## src/rtl/pxs_sync_gen.sv

```systemverilog
// VGA-style pixel stream generator: free-running h/v counters drive a registered
// 26-bit stream {HS, VS, XC, YC, Active, RGB} plus an end-of-frame pulse.
module pxs_sync_gen #(
    parameter int H_VISIBLE = 640,
    parameter int H_FRONT   = 16,
    parameter int H_SYNC    = 96,
    parameter int H_BACK    = 48,
    parameter int V_VISIBLE = 480,
    parameter int V_FRONT   = 10,
    parameter int V_SYNC    = 2,
    parameter int V_BACK    = 33,
    parameter logic [2:0] BACKGROUND = 3'b101,
    parameter int PATTERN   = 0
) (
    input  logic        px_clk,
    input  logic        px_rst_n,
    output logic [25:0] RGBStr_o,
    output logic        endframe_o
);

    localparam int H_TOTAL = H_VISIBLE + H_FRONT + H_SYNC + H_BACK;
    localparam int V_TOTAL = V_VISIBLE + V_FRONT + V_SYNC + V_BACK;

    localparam logic [9:0] H_LAST     = 10'(H_TOTAL - 1);
    localparam logic [9:0] V_LAST     = 10'(V_TOTAL - 1);
    localparam logic [9:0] H_VIS      = 10'(H_VISIBLE);
    localparam logic [9:0] V_VIS      = 10'(V_VISIBLE);
    localparam logic [9:0] H_VIS_LAST = 10'(H_VISIBLE - 1);
    localparam logic [9:0] V_VIS_LAST = 10'(V_VISIBLE - 1);
    localparam logic [9:0] HS_START   = 10'(H_VISIBLE + H_FRONT);
    localparam logic [9:0] HS_END     = 10'(H_VISIBLE + H_FRONT + H_SYNC);
    localparam logic [9:0] VS_START   = 10'(V_VISIBLE + V_FRONT);
    localparam logic [9:0] VS_END     = 10'(V_VISIBLE + V_FRONT + V_SYNC);

    // Idle stream: syncs deasserted (high), everything else zero.
    localparam logic [25:0] STREAM_IDLE = {1'b1, 1'b1, 24'd0};

    logic [9:0] hcnt;
    logic [9:0] vcnt;

    logic       h_wrap;
    logic       v_wrap;
    logic       active_c;
    logic       hs_c;
    logic       vs_c;
    logic [2:0] rgb_c;
    logic       endframe_c;

    always_comb begin
        h_wrap     = (hcnt == H_LAST);
        v_wrap     = (vcnt == V_LAST);
        active_c   = (hcnt < H_VIS) && (vcnt < V_VIS);
        hs_c       = !((hcnt >= HS_START) && (hcnt < HS_END));
        vs_c       = !((vcnt >= VS_START) && (vcnt < VS_END));
        endframe_c = (hcnt == H_VIS_LAST) && (vcnt == V_VIS_LAST);
        rgb_c      = 3'b000;
        if (active_c) begin
            // Bar index is the top three bits of x: 128-pixel wide bars.
            rgb_c = (PATTERN == 1) ? hcnt[9:7] : BACKGROUND;
        end
    end

    always_ff @(posedge px_clk or negedge px_rst_n) begin
        if (!px_rst_n) begin
            hcnt       <= 10'd0;
            vcnt       <= 10'd0;
            RGBStr_o   <= STREAM_IDLE;
            endframe_o <= 1'b0;
        end else begin
            hcnt <= h_wrap ? 10'd0 : hcnt + 10'd1;
            if (h_wrap) begin
                vcnt <= v_wrap ? 10'd0 : vcnt + 10'd1;
            end
            RGBStr_o   <= {hs_c, vs_c, hcnt, vcnt, active_c, rgb_c};
            endframe_o <= endframe_c;
        end
    end

endmodule

```

## config.mk

```make
export PLATFORM = sky130hd
export DESIGN_NAME = pxs_sync_gen
export DESIGN_NICKNAME = d
export VERILOG_FILES = /design/src/rtl/pxs_sync_gen.sv
export SDC_FILE = /design/constraint.sdc
export NUM_CORES = 1
export LEC_CHECK = 0
export ABC_AREA = 1
export CAP_MARGIN = 20
export CORE_ASPECT_RATIO = 0.6
export CORE_MARGIN = 3
export CORE_UTILIZATION = 53
export CTS_CLUSTER_DIAMETER = 150
export CTS_CLUSTER_SIZE = 30
export DETAILED_ROUTE_END_ITERATION = 6
export HOLD_SLACK_MARGIN = 0.08
export PLACE_DENSITY = 0.79
export SETUP_SLACK_MARGIN = 0.1
export SLEW_MARGIN = 25
export SYNTH_ARGS = -nofsm -noshare
export SYNTH_HDL_FRONTEND = slang
export SYNTH_SLANG_ARGS = --single-unit
```

## constraint.sdc

```tcl
create_clock -name px_clk -period 1.8 [get_ports px_clk]
set_input_delay 0.54 -clock px_clk [delete_from_list [all_inputs] [get_ports px_clk]]
set_output_delay 0.54 -clock px_clk [all_outputs]
set_load 0.1 [all_outputs]
```

### Word-level counts from Yosys, hierarchy flattened

Cells that the tools add are included.

| cells by class | value |
|---|---|
| add/subtract/negate cells | 2 |
| shift operators | 0 |
| $lt $le $gt $ge | 6 |
| reduce and logical (&&, ||, !) cells | 6 |
| bitwise gates (word level) | 0 |
| div/mod/pow operators | 0 |
| multiply operators | 0 |
| eq/ne operators | 4 |
| multiplexer cells | 3 |

Operator list:

| cell | number |
|---|---|
| $eq A10 B10 Y1 const B | 3 |
| $add A10 B1 Y10 const B | 2 |
| $lt A10 B10 Y1 const B | 2 |
| $lt A10 B9 Y1 const B | 2 |
| $mux W10 | 2 |
| $eq A10 B9 Y1 const B | 1 |
| $ge A10 B10 Y1 const B | 1 |
| $ge A10 B9 Y1 const B | 1 |
| $logic_and A1 B1 Y1 | 4 |
| $mux W3 | 1 |
| $logic_not A1 Y1 | 2 |

| word-level totals | value |
|---|---|
| memory bits (read-only) | 0 |
| input bits | 2 |
| word-level logic and storage cells | 25 |
| output and inout bits | 27 |
| memory bits (writable) | 0 |
| memories kept | 0 |
| latch bits | 0 |
| register bits | 47 |

### Depth between registers and ports, before layout

Gate-level depths: netlist of the first run.

| logic depth | value |
|---|---|
| depth in word-level cells | 3 |
| depth in mapped cells | 9 |
| mapped depth without buffers | 9 |

### Worst setup path after synthesis of the first run

OpenSTA, ideal clock, no wires.

| path | value |
|---|---|
| kind | reg-to-output |
| from | register, netlist name RGBStr_o[3] |
| to | output RGBStr_o[2] |
| data required time | 1.260 ns |
| cell stages (with the launch flop) | 2 |
| path buffers | 1 |
| arrival time | 1.341 ns |
| path slack | -0.081 ns |
| cells stage by stage | dfrtp_1 buf_4 |

RTL lines:

| element | line | RTL |
|---|---|---|
| end: declaration | 17 | `output logic [25:0] RGBStr_o,` |

### Worst setup path in the final report of the first run

| path | value |
|---|---|
| from | register vcnt[0] |
| to | register vcnt[0] |

| between the ends | value |
|---|---|
| cells in the longest elaborated chain, start to end | 2 |
| elaborated cells between the ends (all ways) | 3 |
| classes of those cells | 1 x add/sub; 1 x eq/ne; 1 x mux |

RTL lines:

| element | line | RTL |
|---|---|---|
| start: declaration | 39 | `logic [9:0] vcnt;` |
| start signal: assignment | 72 | `vcnt <= v_wrap ? 10'd0 : vcnt + 10'd1;` |
| $add A10 B1 Y10 / $eq A10 B10 Y1 (equally long branches) | 72, 51 |  |
| $mux W10 * | 72 |  |

Mark *: on every way between the ends. The rest lies on a longest branch, timed or not.
A chain may end at the register's enable or synchronous reset.

==> metrics.txt, run 1 <==
outcome finished clean; CTS Sinks 44; starting density of the core 0.5689; Ys Warns 0; placer's final routability congestion estimate 0.9528; Clock Latency Late Sink 0.29 ns; core box area 3343 um^2; most frequent cell after synthesis nand2_1; most frequent CP cell inv_1; number of synthesized register bits 44; crit-path max FO 4; Max Slew Vio Count 0; Initial DRC Count 140; die area 4367 um^2; CTS Hold Buffers Added 0; static leakage 0.001337 uW; max cap viols 0; DP HPWL 2861 um; fraction of layout cells with a size suffix above 1 0.2363; Tmin final 1.586 ns; 1st-pass router iterations 4; critical path, cell by cell inv_1 > ha_1 > inv_1 > nor2_1 > nand3_1 > nor2_2 > inv_1 > nand3_1 > o21ai_1; mapped cell area 1902 um^2; CP startpoint kind register; H-tree depth 2; Area Growth Syn to Fin 37.24%; fin cells 282; TritonCTS Buffers 5; fmax 0.6305 GHz; crit end category register; Die Wd 83.34 um; peak per-stage delay on the critical path 0.40 ns; antenna cells 0; Worst-path clk slew 0.08 ns; sequential share of the synthesized area 0.5803; CTS max path bufs 2; total gr overflow 0; hold slack 0.2119 ns; vias in the first global route 1271; area leader, netlist dfrtp_1; power per cell area 721.5 nW/um^2; overall routing resource usage 0.1902; Worst path slowest cell dfrtp_1; worst setup path class reg2reg; # setup viols final 0; first-pass GRT wire length 6313 um; number of enable flip-flop cells after synthesis 0; headroom to the max-slew limit 0.6607; wire per inst 13.50 um; slew of the pin with the lowest slew margin 0.5089 ns; Ports 29; Unique masters post-synth 26; Yosys top cell area share 0.5526; fin crit share 0.8811; Clock Skew 0.003811 ns; DRC errors left 0; drt total wl 3807 um; vias post-DR 1458; vias per inst 5.170; Syn Nets 209; top post-synthesis cells by count nand2_1, dfrtp_1, inv_1; FP Rows 16; total design power 1883 uW; Layout fillers 184; Setup TNS 0 ns; Placed Cells 274; post-CTS sizing 0; ys async rst share 1.000; CP Data Required Time 1.97 ns; Antenna Nets Post-Route 0; Mapped Cells 203; pin count of the biggest net entering global routing 26; top_reg_cell synth dfrtp_1; die height 52.40 um; PortBufs 27; Final #Nets 242; CTS tree built; Peak VDD IR 0.0004752 V; RSZ-0062 raised after global routing no; Fin. Hold Viols 0; Min-Delay Path Class in2async; top post-synthesis cells by area dfrtp_1, nand2_1, inv_1; initial antenna violation count 0; WP data arrival 1.76 ns; Root Buffer Master clkbuf_8; Setup Buffers After CTS 0; Avg Cell Area, Syn 9.369 um^2
-- kinds of logic after synthesis --
group | after synthesis | share of synthesized area
AOI/OAI and AO/OA | 10 | 0.02829
xor gates and xnor gates | 4 | 0.01842
adders and majority gates | 4 | 0.02632
buffers and inverters | 33 | 0.07302
DFF | 44 | 0.5803
other | 1 | 0.001972
and+or+nand+nor | 107 | 0.2717
-- area by class of cell --
class	instances	area [um^2]	share of cell area
multi-input cells	126	659.4	0.2526
clock inverters	2	60.06	0.02301
repair buffers	29	540.5	0.2071
inverters	30	116.4	0.04458
flip-flops and latches	44	1105	0.4233
clock buffers	6	72.57	0.02780
well taps	45	56.30	0.02157
-- critical path: cells and delay by family (launching register included) --
kind                     cells  cell delay (ns)
AND/OR/NAND/NOR              4             0.47
adder cells (fa/ha/maj)      1             0.20
buffers and inverters        3             0.33
flip-flops                   1             0.40
AO/OA/AOI/OAI                1             0.08
-- worst paths after layout --
path / from / endpoint / slack, ns / cells past startpoint
setup / recovery: vcnt[0]$_DFFE_PN0N_ / vcnt[0]$_DFFE_PN0N_ / 0.21 / 9
hold / removal: px_rst_n / RGBStr_o[7]$_DFF_PN0_ / 0.21 / 1
setup reg to reg: vcnt[0]$_DFFE_PN0N_ / vcnt[0]$_DFFE_PN0N_ / 0.21 / 9
hold reg to reg: vcnt[0]$_DFFE_PN0N_ / RGBStr_o[4]$_DFF_PN0_ / 0.41 / 0
max in group asynchronous: px_rst_n / hcnt[7]$_DFF_PN0_ / 1.03 / 2
min in group px_clk: vcnt[0]$_DFFE_PN0N_ / RGBStr_o[4]$_DFF_PN0_ / 0.41 / 0
-- where the power goes --
part,internal (uW),switching [uW]
Sequential,988,0
Combinational,3.60,27.4
Clock,554,310
Total,1550,338
-- per-stage QoR --
step / utilization / area [um^2] / setup slack, ns
floorplan: - / 1903 / 0.2133
global placement: 0.7410 / 2477 / 0.3610
detailed placement: 0.7410 / 2477 / 0.3187
CTS: 0.7807 / 2610 / 0.2475
global route: 0.7807 / 2610 / 0.1660
finish: 0.7807 / 2610 / 0.2141
-- state kept, by name (all words and copies together) (netlist names) --
name	flops
RGBStr_o	23
hcnt	10
endframe_o	1
vcnt	10
-- layout by cell type, fill, tap and decap left out, drive strengths merged --
| cell type | count |
|---|---|
| o21ai | 7 |
| nand3 | 14 |
| bufinv | 2 |
| nor3 | 1 |
| a21oi | 3 |
| clkinv | 1 |
| xnor2 | 1 |
| nor4 | 2 |
| xor2 | 3 |
| nand4 | 4 |
| dfrtp | 42 |
| buf | 29 |
| nand2 | 50 |
| inv | 29 |
| dfstp | 2 |
| conb | 1 |
| ha | 4 |
| nor2 | 36 |
| clkbuf | 6 |
-- routing by layer --
| metal | vias up | routed length, um | track usage |
|---|---|---|---|
| met5 | - | 0 | 0 |
| met4 | 0 | 41 | 0.06250 |
| met3 | 8 | 419 | 0.04553 |
| met2 | 82 | 1598 | 0.2673 |
| met1 | 680 | 1747 | 0.2876 |
| li1 | 688 | - | - |
Note: power is estimated with default switching activity, not from simulation.
==> inputs of run 2 (changes only) <==
- clock period: 1.8 -> 1.68 ns (I/O delays scaled with it)
==> metrics.txt, run 2 (same netlist as run 1, synthesis figures left out) <==
fmax 0.6570 GHz; overall routing resource usage 0.1899; RSZ-0062 raised after global routing no; crit end category output port; vias per inst 5.148; Peak VDD IR 0.0005646 V; Clock power frac 0.431; total gr overflow 0; Pint 1550 uW; Initial DRC Count 173; r2r startpoint hcnt[1]$_DFF_PN0_; CTS max path bufs 2; antenna cells 0; outcome finished clean; placer's final routability congestion estimate 0.9634; first-pass GRT wire length 6134 um; H-tree depth 2; max reg flops 23; DP HPWL 2747 um; Antenna Nets Post-Route 0; Die Wd 83.34 um; commonest non-fill, non-tap cells in the layout nand2_1, dfrtp_1, inv_1; CTS Hold Buffers Added 0; Worst-path clk slew 0.08 ns; core box area 3343 um^2; starting density of the core 0.5689; Tmin final 1.522 ns; PortBufs 27; crit path from RGBStr_o[25]$_DFF_PN1_; Ports 29; max cap viols 0; static leakage 0.001342 uW; Fin. Hold Viols 0; TritonCTS Buffers 5; peak per-stage delay on the critical path 0.55 ns; wire per inst 13.30 um; CTS tree built; Biggest register RGBStr_o; most common cell after layout, fill and taps aside nand2_1; FP Rows 16; CP Data Required Time 1.18 ns; Comb pwr share 0.018; CP delay by family, top flip-flops; crit-path max FO 1; Sw Pwr 372.0 uW; die area 4367 um^2; vias post-DR 1457; largest registers RGBStr_o: 23 flops, hcnt: 10 flops, vcnt: 10 flops; # setup viols final 0; Switching Share 0.1936; Min-Delay Path Class in2async; pin count of the biggest net entering global routing 45; CP startpoint kind register; PnR worst setup slack 0.1579 ns; die height 52.40 um; Area Growth Syn to Fin 37.96%; fin crit share 0.9060; WP data arrival 1.02 ns; Setup TNS 0 ns; worst setup path class reg2out; Root Buffer Master clkbuf_8; dpl ws 0.1906 ns; Final #Nets 243; CP Buf/Inv Count 1; Worst path slowest cell dfstp_2; initial antenna violation count 0; 1st-pass router iterations 4; Max Slew Vio Count 0; drt total wl 3765 um; critical path, cell by cell buf_12; CTS Sinks 44; Clock Latency Late Sink 0.30 ns; Clock Skew 0.006494 ns; DRC errors left 0; power per cell area 732.4 nW/um^2; vias in the first global route 1225; fraction of layout cells with a size suffix above 1 0.2437; sequential share of power 0.551
run 2: layout make-up:
class                      instances  area (um^2)
clock inverter                     2        38.79
multi-input combinational        126        664.4
tap                               45        56.30
timing repair buffer              30        560.5
fill                             195        719.4
inverter                          30        116.4
sequential                        44         1105
clock buffer                       6        82.58
run 2: what timing repair did:
action / 4_1_cts / 5_1_grt
setup buffers: 0 / 2
resized for setup: 0 / 1
endpoints found under the setup margin: 0 / 6
run 2: routing by layer:
metal,GRT usage,part of all wire
met1,0.2723,0.46
met2,0.2646,0.42
met3,0.06907,0.11
met4,0.06522,0.011
met5,0,0
run 2: worst register-to-register path: cells and delay by family, from the launching register on:
family / cells / cell delay (ns)
AND/OR/NAND/NOR: 6 / 0.67
adder cells (fa/ha/maj): 1 / 0.22
buffers and inverters: 1 / 0.08
flip-flops: 1 / 0.40
run 2: final timing paths:
| check | depth (start not counted) | to | slack [ns] |
|---|---|---|---|
| max in group asynchronous | 2 | RGBStr_o[25]$_DFF_PN1_ | 1.26 |
| worst min register to register | 0 | RGBStr_o[4]$_DFF_PN0_ | 0.41 |
| worst max-delay path | 1 | RGBStr_o[25] | 0.16 |
| min in group px_clk | 0 | RGBStr_o[4]$_DFF_PN0_ | 0.41 |
| worst max register to register | 8 | vcnt[9]$_DFFE_PN0N_ | 0.20 |
| worst min-delay path | 2 | RGBStr_o[6]$_DFF_PN0_ | 0.16 |
run 2: power groups by stage:
stage	Clock, uW	Combinational, uW	Sequential [uW]
global route	916	39.6	1060
floorplan	0	11.5	1080
global placement	0	36.3	1080
finish	828	35.0	1060
CTS	852	36.6	1060
detailed placement	0	36.7	1080
run 2: through the flow:
step | std cells | utilization | power [uW] | area (um^2) | hold WS [ns]
after CTS | 281 | 0.7788 | 1946 | 2604 | 0.1693
after global placement | 273 | 0.7425 | 1115 | 2482 | 0.3852
after detailed placement | 273 | 0.7425 | 1116 | 2482 | 0.3914
after floorplan | 203 | - | 1091 | 1903 | 0.2084
final | 283 | 0.7848 | 1922 | 2624 | 0.1612
after global routing | 283 | 0.7848 | 2014 | 2624 | 0.1672
==> inputs of run 3 (changes only) <==
- CTS_CLUSTER_SIZE: 30 -> 28
==> results of run 3 <==
The final DEF is identical to that of run 2; final timing and power are the same.
